**src/rtl/base64_pkg.sv**
```systemverilog
// Shared constants, FSM state type and character-selection helper for the
// base64 line serializer.
package base64_pkg;

  localparam logic [7:0] CHAR_PAD    = 8'h3D;
  localparam logic [7:0] CHAR_CR     = 8'h0D;
  localparam logic [7:0] CHAR_LF     = 8'h0A;
  localparam int         BLOCK_BYTES = 60;
  localparam int         BLOCK_CHARS = 80;

  typedef enum logic [1:0] {
    IDLE = 2'd0,
    CHAR = 2'd1,
    CR   = 2'd2,
    LF   = 2'd3
  } state_t;

  // Character i of a block, with the trailing pad positions forced to '='.
  // Char 0 lives in the top byte of the block word.
  function automatic logic [7:0] char_at(input logic [BLOCK_CHARS*8-1:0] d,
                                         input logic [6:0]               i,
                                         input logic [6:0]               nch,
                                         input logic [1:0]               pad);
    logic [9:0] lsb;
    lsb = 10'(BLOCK_CHARS*8 - 8) - {i, 3'b000};
    if (i >= (nch - {5'b00000, pad})) begin
      return CHAR_PAD;
    end
    return d[lsb +: 8];
  endfunction

endpackage

```
**src/rtl/base64_pad_calc.sv**
```systemverilog
// Maps a raw byte count to the number of encoded characters to emit and the
// number of trailing pad characters. Out-of-range counts mean a full block.
module base64_pad_calc
  import base64_pkg::*;
(
  input  logic [6:0] len,
  output logic [6:0] nch,
  output logic [1:0] pad
);

  logic [6:0] n;
  logic [6:0] groups;
  logic [1:0] rem;

  // Saturate the length, then round up to whole 3-byte groups.
  always_comb begin
    n      = ((len == 7'd0) || (len > 7'(BLOCK_BYTES))) ? 7'(BLOCK_BYTES) : len;
    rem    = 2'(n % 7'd3);
    groups = (n + 7'd2) / 7'd3;
    nch    = groups << 2;
    pad    = (rem == 2'd0) ? 2'd0 : (2'd3 - rem);
  end

endmodule

```
**src/rtl/base64_serializer.sv**
```systemverilog
// Serializes 80-character base64 blocks into a byte stream, replacing the
// unused tail with '=' pads and inserting CR LF every LINE_LEN characters and
// at the end of each message. The line count carries across the blocks of a
// message, so line breaks land at the same place regardless of block size.
module base64_serializer
  import base64_pkg::*;
#(
  parameter int LINE_LEN = 76,
  parameter int CRLF_EN  = 1
) (
  input  logic                     clk,
  input  logic                     rst,
  input  logic                     blk_valid,
  output logic                     blk_ready,
  input  logic [BLOCK_CHARS*8-1:0] blk_data,
  input  logic [6:0]               blk_len,
  input  logic                     blk_last,
  output logic                     out_valid,
  input  logic                     out_ready,
  output logic [7:0]               out_data,
  output logic                     out_last
);

  localparam int LC_W = $clog2(LINE_LEN + 1);

  state_t                   state;
  logic [BLOCK_CHARS*8-1:0] data_r;
  logic [6:0]               nch_r;
  logic [1:0]               pad_r;
  logic                     last_r;
  logic [6:0]               idx;
  logic [LC_W-1:0]          line_cnt;

  logic [6:0]      acc_nch;
  logic [1:0]      acc_pad;
  logic            accept;
  logic            fire;
  logic [6:0]      idx_nx;
  logic [LC_W-1:0] lc_nx;
  logic            at_last_char;
  logic            line_full;
  logic            msg_end;

  base64_pad_calc u_pad_calc (
    .len (blk_len),
    .nch (acc_nch),
    .pad (acc_pad)
  );

  assign accept       = blk_valid && blk_ready;
  assign fire         = out_valid && out_ready;
  assign idx_nx       = idx + 7'd1;
  assign lc_nx        = (CRLF_EN != 0) ? (line_cnt + 1'b1) : '0;
  assign at_last_char = (idx_nx == nch_r);
  assign line_full    = (lc_nx == LC_W'(LINE_LEN));
  assign msg_end      = at_last_char && last_r;

  // Block payload is only read while a block is in flight, so it needs no reset.
  always_ff @(posedge clk) begin
    if (accept) begin
      data_r <= blk_data;
      nch_r  <= acc_nch;
      pad_r  <= acc_pad;
    end
  end

  // Control FSM with registered handshake and output byte.
  always_ff @(posedge clk or posedge rst) begin
    if (rst) begin
      state     <= IDLE;
      blk_ready <= 1'b0;
      out_valid <= 1'b0;
      out_data  <= 8'h00;
      out_last  <= 1'b0;
      idx       <= 7'd0;
      line_cnt  <= '0;
      last_r    <= 1'b0;
    end else begin
      case (state)
        IDLE: begin
          if (accept) begin
            state     <= CHAR;
            blk_ready <= 1'b0;
            out_valid <= 1'b1;
            out_data  <= char_at(blk_data, 7'd0, acc_nch, acc_pad);
            out_last  <= 1'b0;
            idx       <= 7'd0;
            last_r    <= blk_last;
          end else begin
            blk_ready <= 1'b1;
          end
        end
        CHAR: begin
          if (fire) begin
            idx      <= idx_nx;
            line_cnt <= lc_nx;
            if ((CRLF_EN != 0) && (line_full || msg_end)) begin
              // One CR LF covers both a full line and the message end.
              state    <= CR;
              out_data <= CHAR_CR;
              out_last <= 1'b0;
            end else if (at_last_char) begin
              state     <= IDLE;
              out_valid <= 1'b0;
              out_last  <= 1'b0;
              blk_ready <= 1'b1;
            end else begin
              out_data <= char_at(data_r, idx_nx, nch_r, pad_r);
              out_last <= (CRLF_EN == 0) && last_r && (idx_nx == (nch_r - 7'd1));
            end
          end
        end
        CR: begin
          if (fire) begin
            state    <= LF;
            out_data <= CHAR_LF;
            out_last <= last_r && (idx == nch_r);
          end
        end
        LF: begin
          if (fire) begin
            line_cnt <= '0;
            out_last <= 1'b0;
            if (idx != nch_r) begin
              state    <= CHAR;
              out_data <= char_at(data_r, idx, nch_r, pad_r);
            end else begin
              state     <= IDLE;
              out_valid <= 1'b0;
              blk_ready <= 1'b1;
            end
          end
        end
        default: state <= IDLE;
      endcase
    end
  end

endmodule

```
**config.mk**
```make
export PLATFORM = sky130hd
export DESIGN_NAME = base64_serializer
export DESIGN_NICKNAME = d
export VERILOG_FILES = /design/src/rtl/base64_pkg.sv /design/src/rtl/base64_pad_calc.sv /design/src/rtl/base64_serializer.sv
export SDC_FILE = /design/constraint.sdc
export NUM_CORES = 1
export LEC_CHECK = 0
export CAP_MARGIN = 40
export CORE_MARGIN = 2
export CORE_UTILIZATION = 30
export DETAILED_ROUTE_END_ITERATION = 10
export PLACE_DENSITY_LB_ADDON = 0.12
export SLEW_MARGIN = 30
export SYNTH_ARGS = -nofsm -noshare
export SYNTH_HDL_FRONTEND = slang
export SYNTH_SLANG_ARGS = --single-unit
```
**constraint.sdc**
```tcl
create_clock -name clk -period 17.9 [get_ports clk]
set_clock_uncertainty 0.15 [all_clocks]
set_input_delay 4.475 -clock clk [delete_from_list [all_inputs] [get_ports clk]]
set_output_delay 4.475 -clock clk [all_outputs]
set_load 0.01 [all_outputs]
```
Word-level counts from Yosys, hierarchy flattened

Index checks and enable logic that the tools add are counted.

Register bits: 675
Input bits: 652
Output and inout bits: 11
Logic and storage cells: 126

Add/subtract/negate cells: 8
Divide/modulo/power cells: 2
Order comparisons: 4
Equal/unequal tests: 18
Shifts and indexed selects: 2
Muxes and demuxes: 60
Reduce and logical (&&, ||, !) cells: 21

Operators with widths:

| kind                                                              | number |
|---|---|
| variable part select 640 x 11 -> 8 bit                            | 2 |
| 2-to-1 mux 8 bit                                                  | 13 |
| 2-to-1 mux 7 bit                                                  | 5 |
| one-hot mux 8 bit (4 select lines)                                | 1 |
| 2-to-1 mux 1 bit                                                  | 28 |
| one-hot mux 7 bit (2 select lines)                                | 2 |
| subtractor 10 bit (first input constant)                          | 2 |
| != test 2 bit (second input constant)                             | 8 |
| adder 7 x 1 -> 7 bit (second input constant)                      | 2 |
| == test 7 bit                                                     | 2 |
| greater-or-equal comparator 7 bit                                 | 2 |
| 2-to-1 mux 2 bit                                                  | 7 |
| subtractor 7 x 2 -> 7 bit                                         | 2 |
| AND reduction 6 bit                                               | 2 |
| one-hot mux 1 bit (3 select lines)                                | 3 |
| AND reduction 3 bit                                               | 3 |
| one-hot mux 2 bit (4 select lines)                                | 1 |
| adder 7 x 2 -> 7 bit (second input constant)                      | 1 |
| divider 7 x 2 -> 7 bit (second input constant)                    | 1 |
| == test 7 bit (second input constant)                             | 1 |
| greater-or-equal comparator 1 x 7 -> 1 bit (first input constant) | 1 |
| > comparator 7 x 6 -> 1 bit (second input constant)               | 1 |
| logical NOT 7 bit                                                 | 1 |
| remainder unit 7 x 2 -> 7 bit (second input constant)             | 1 |
| other kinds (15)                                                  | 23 |

Depth between registers and ports, before layout

Depth after elaboration: 14
Mapped depth: 31
Gate-level depth less buffers: 27

Hierarchy

From an unflattened synthesis, not the netlist that was laid out.

Cell total of the unflattened synthesis: 1949
Area, all modules: 34227.8 um^2

Modules (own cells, without submodules):

| module            | times used | cells an instance | area each (um^2) | sequential area each (um^2) |
|---|---|---|---|---|
| base64_serializer | 1          | 1700              | 32517.4          | 20189.4 |
| base64_pad_calc   | 1          | 249               | 1710.4           | 0.0 |

Worst setup path after synthesis

OpenSTA, ideal clock, no wires.

Path kind: in2reg
From: input port blk_valid
To: register idx[3]
Setup time: 0.146 ns
Data arrival time: 21.088 ns
Data required time: 17.604 ns
Setup slack: -3.484 ns
Stages: 4
Path buffers: 0
Cells stage by stage: and2_1 nand2_1 nand3_1 o21ai_0

Longest elaborated chain between the ends: 3

Ends and longest elaborated chain:

| what                                 | line                    | RTL |
|---|---|---|
| from (decl)                          | base64_serializer.sv:13 | `input logic blk_valid,` |
| logical AND 1 bit                    | base64_serializer.sv:50 | `assign accept = blk_valid && blk_ready;` |
| != test 2 bit (no source line)       | --                      |  |
| AND reduction 3 bit (no source line) | --                      |  |
| to (signal assigned)                 | base64_serializer.sv:95 | `idx <= idx_nx;` |
| to (decl)                            | base64_serializer.sv:31 | `logic [6:0] idx;` |

No other way between the ends.
A chain may end at the register's enable or synchronous reset.

Worst setup path after layout

From: input port blk_len[5]
To: register out_data[4]

Longest elaborated chain between the ends: 14
Elaborated cells between the ends (all ways): 18
Those cells by class: add/sub (3); div (2); order compare (2); mux (8); reduce/logical (3)

Ends and longest elaborated chain:

| what                                                                         | line                     | RTL |
|---|---|---|
| from (decl)                                                                  | base64_serializer.sv:16  | `input logic [6:0] blk_len,` |
| > comparator 7 x 6 -> 1 bit / logical NOT 7 bit (equally long branches)      | base64_pad_calc.sv:17    | `n = ((len == 7'd0) \|\| (len > 7'(BLOCK_BYTES))) ? 7'(BLOCK_BYTES) : len;` |
| logical OR 1 bit                                                             | base64_pad_calc.sv:17    |  |
| 2-to-1 mux 7 bit (*)                                                         | base64_pad_calc.sv:17    |  |
| parallel branches: the longest is 3 deep, another holds adder 7 x 2 -> 7 bit | --                       |  |
| subtractor 7 x 2 -> 7 bit (*)                                                | base64_pkg.sv:26         | `if (i >= (nch - {5'b00000, pad})) begin` |
| greater-or-equal comparator 1 x 7 -> 1 bit (*)                               | base64_pkg.sv:26         |  |
| 2-to-1 mux 1 bit (*)                                                         | base64_pkg.sv:26         |  |
| 2-to-1 mux 1 bit (*)                                                         | base64_serializer.sv:81  | `if (accept) begin` |
| 2-to-1 mux 1 bit (*)                                                         | base64_serializer.sv:79  | `case (state)` |
| 2-to-1 mux 8 bit (*)                                                         | base64_pkg.sv:29         | `return d[lsb +: 8];` |
| 2-to-1 mux 8 bit (*)                                                         | base64_serializer.sv:81  |  |
| one-hot mux 8 bit (4 select lines) (*)                                       | base64_serializer.sv:79  |  |
| to (signal assigned)                                                         | base64_serializer.sv:85  | `out_data <= char_at(blk_data, 7'd0, acc_nch, acc_pad);` |
| to (signal assigned)                                                         | base64_serializer.sv:108 | `out_data <= char_at(data_r, idx_nx, nch_r, pad_r);` |
| to (signal assigned)                                                         | base64_serializer.sv:126 | `out_data <= char_at(data_r, idx, nch_r, pad_r);` |
| to (decl)                                                                    | base64_serializer.sv:20  | `output logic [7:0] out_data,` |

Mark *: on every way between the ends. The select of a mux whose other input is x is not followed.

==> run metrics <==
setup_tns=0 ps; vias in the first global route=22546; largest cells by area after synthesis=edfxtp_1 58%, mux4_2 27%, dfrtp_1 2.1%; dpl hpwl=84.91 mm; H-tree Lvls=3; Post-synth ARST share=under 10%; max cap viols=0; most frequent CP cell=ha_1; placed cell areas=42050 µm²; Tot GR Track Use=between 10% and 20%; critical path arrival=between 10000 and 15000 ps; Sink Count=675; top cell type's share of synthesized area=57.98%; Antenna Nets Post-Route=0; root buf cell=clkbuf_16; Die H=338.2 µm; Final Hold Viols=0; worst-path maximum fanout=24; I/O pin count=between 600 and 700; gr ovfl total=0; clock buffer count from CTS=83; slew margin rel.=43.79%; CP Launch Type=input pin; Initial Utilization=30.28%; sequential area share after synthesis=approximately 60%; CP Class=input pin to flip-flop; Worst-Skew Late Latency=about 650 ps; CP max stage delay=1020 ps; syn avg cell area=19.19 µm²; vias=20811; Die Area=114400 µm²; Main synth FF type=edfxtp_1; largest net degree at the start of global routing=89; pins over their slew limit=0; peak supply drop=0.00006119 V; Cells after Synth=1746; Worst Tran Pin Value=840.5 ps; initial antenna violation count=45; IO Port Bufs=~660; Chip Width=338.2 µm; CP required=between 15000 and 20000 ps; core area=110700 µm²; final instance area=44810 µm²; WL/cell=approximately 28 µm; cell area after technology mapping=33510 µm²; nets@finish=3109; post-synthesis register bit count=675; power per cell area=80.92 nW/µm²; fmax=between 90 and 100 MHz; DR vias/cell=approximately 5.2; post-synth cell types=94; HP Class=flip-flop to flip-flop; cell taking the most area after synthesis=edfxtp_1; Rows=122; # DRC=0; Routability Congestion=0.8192; TritonRoute pass-1 iters=5; status=finished, final reports clean; critical path's slowest cell=clkdlybuf4s50_1; Leak=14.49 nW; share of cells above drive strength 1=25.03%; R2R cell count=14; EDFF count, synth=647; period utilization=61.85%; yosys warns=0; area grow syn2layout=33.71%; RSZ-0062 raised after global routing=no; CTS tree=yes; clock period minus worst slack=11070 ps; CTS clock-pin slew for the worst setup and hold paths=60 ps; Critical Path End Type=flip-flop; global-route wire length before repair=162.2 mm; hold buffer count at CTS=0; 1st-iter DRT viols=1655; # fillers=9996; Max Root-Sink Buffers=3; WL final=113.4 mm; postcts setup bufs=0; final setup vio count=0; cts repair resizes=0; Hold Crit Depth=2
==> sequential cells by signal, indices dropped and copies added (netlist names), 2 cells and up, named ones only <==
name	flops
nch_r	5
pad_r	2
out_data	8
line_cnt	7
idx	7
data_r	640
==> path summary, 6_finish.rpt <==
| check | from | to | slack [ps] |
|---|---|---|---|
| worst min register to register | out_last | out_last | 350 |
| max in group asynchronous | rst | idx[1] | 13220 |
| worst max register to register | idx[1] | out_data[3] | 11490 |
| worst min-delay path | out_last | out_last | 350 |
| worst max-delay path | blk_len[5] | out_data[4] | 6830 |
| min in group asynchronous | rst | out_data[1] | 4060 |
==> Yosys cell counts, types with 6 or more instances <==
cell and number:
a211oi_1 6, a21o_1 10, a21oi_1 38, a22oi_1 7, and2_1 6, and3_1 7, buf_1 44, buf_2 15
clkbuf_1 53, dfrtp_1 28, edfxtp_1 647, ha_1 36, inv_1 30, mux2i_1 17, mux4_2 408, nand2_1 66
nand3_1 26, nand4_1 7, nor2_1 39, nor3_1 10, o211ai_1 6, o21a_1 10, o21ai_0 52, o22a_1 8
o2bb2ai_1 8, xnor2_1 17, xor2_1 15
==> per-stage QoR <==
step / power (mW) / utilization, % / hold slack [ps] / cells / worst slack [ps]
after floorplan: 1.855 / - / 323.0 / 1747 / 3777
after CTS: 3.674 / 40.36 / 349.4 / 3969 / 6957
after detailed placement: 2.028 / 38.00 / 335.6 / 3820 / 6248
after global placement: 2.023 / 37.83 / 341.8 / 3813 / 6554
final: 3.626 / 40.49 / 346.7 / 3988 / 6829
after global routing: 3.749 / 40.47 / 397.5 / 3982 / 6360
==> worst max-delay path: cells and delay by family <==
family	cells	cell delay, ps
buf+inv	3	1240
xor+xnor	1	120
compound gates	10	2290
fa+ha+maj	4	1100
simple gates	8	2280
==> area by class of cell <==
class / instances / area (µm²) / area share [%]
sequential: 675 / 20140 / 44.95
multi-input combinational: 920 / 12850 / 28.68
timing repair buffer: 705 / 7163 / 15.99
clock buffer: 102 / 2232 / 4.982
tap: 1488 / 1862 / 4.155
clock inverter: 47 / 385.4 / 0.8600
inverter: 36 / 137.6 / 0.3072
antenna: 15 / 37.54 / 0.08377
==> metal layers <==
layer  global-route usage, %  part of all wire, %  vias to the layer above
met2                   32.90                   50                      791
met4                   5.180                  2.1                       64
met5                       0                 0.35                        -
li1                        -                    -                     8925
met1                   24.75                   40                    10844
met3                   5.750                  7.4                      187
==> placed cells by master, fill, tap and decap left out, types with 15 or more instances in the layout <==
cell / instances
clkbuf_16: 86
o21ai_0: 52
diode_2: 15
nor2_1: 39
ha_1: 35
inv_1: 30
clkdlybuf4s50_1: 662
nand3_1: 26
buf_4: 30
xnor2_1: 16
mux2i_1: 17
dfrtp_1: 25
edfxtp_1: 647
a21oi_1: 38
mux4_2: 408
nand2_1: 66
clkinv_1: 16
==> logic make-up (layout without fill, tap and decap cells) <==
group	count (synthesis)	after routing	synth area share [%]
buffers and inverters	152	890	1.815
muxes	427	427	28.03
adders and majority gates	36	36	1.344
DFF	675	675	60.07
other	1	17	0.01119
xor gates and xnor gates	33	33	0.9185
and+or+nand+nor	204	204	3.091
AOI/OAI and AO/OA	218	218	4.723
==> power breakdown <==
group	switching [mW]	total (mW)	internal, mW	leakage (nW)
registers	0	1.73	1.73	6.18
logic	0.101	0.267	0.167	7.03
clock network	0.682	1.63	0.946	1.27
total	0.782	3.63	2.84	14.5
No activity file was read; power rests on OpenSTA's default activity.
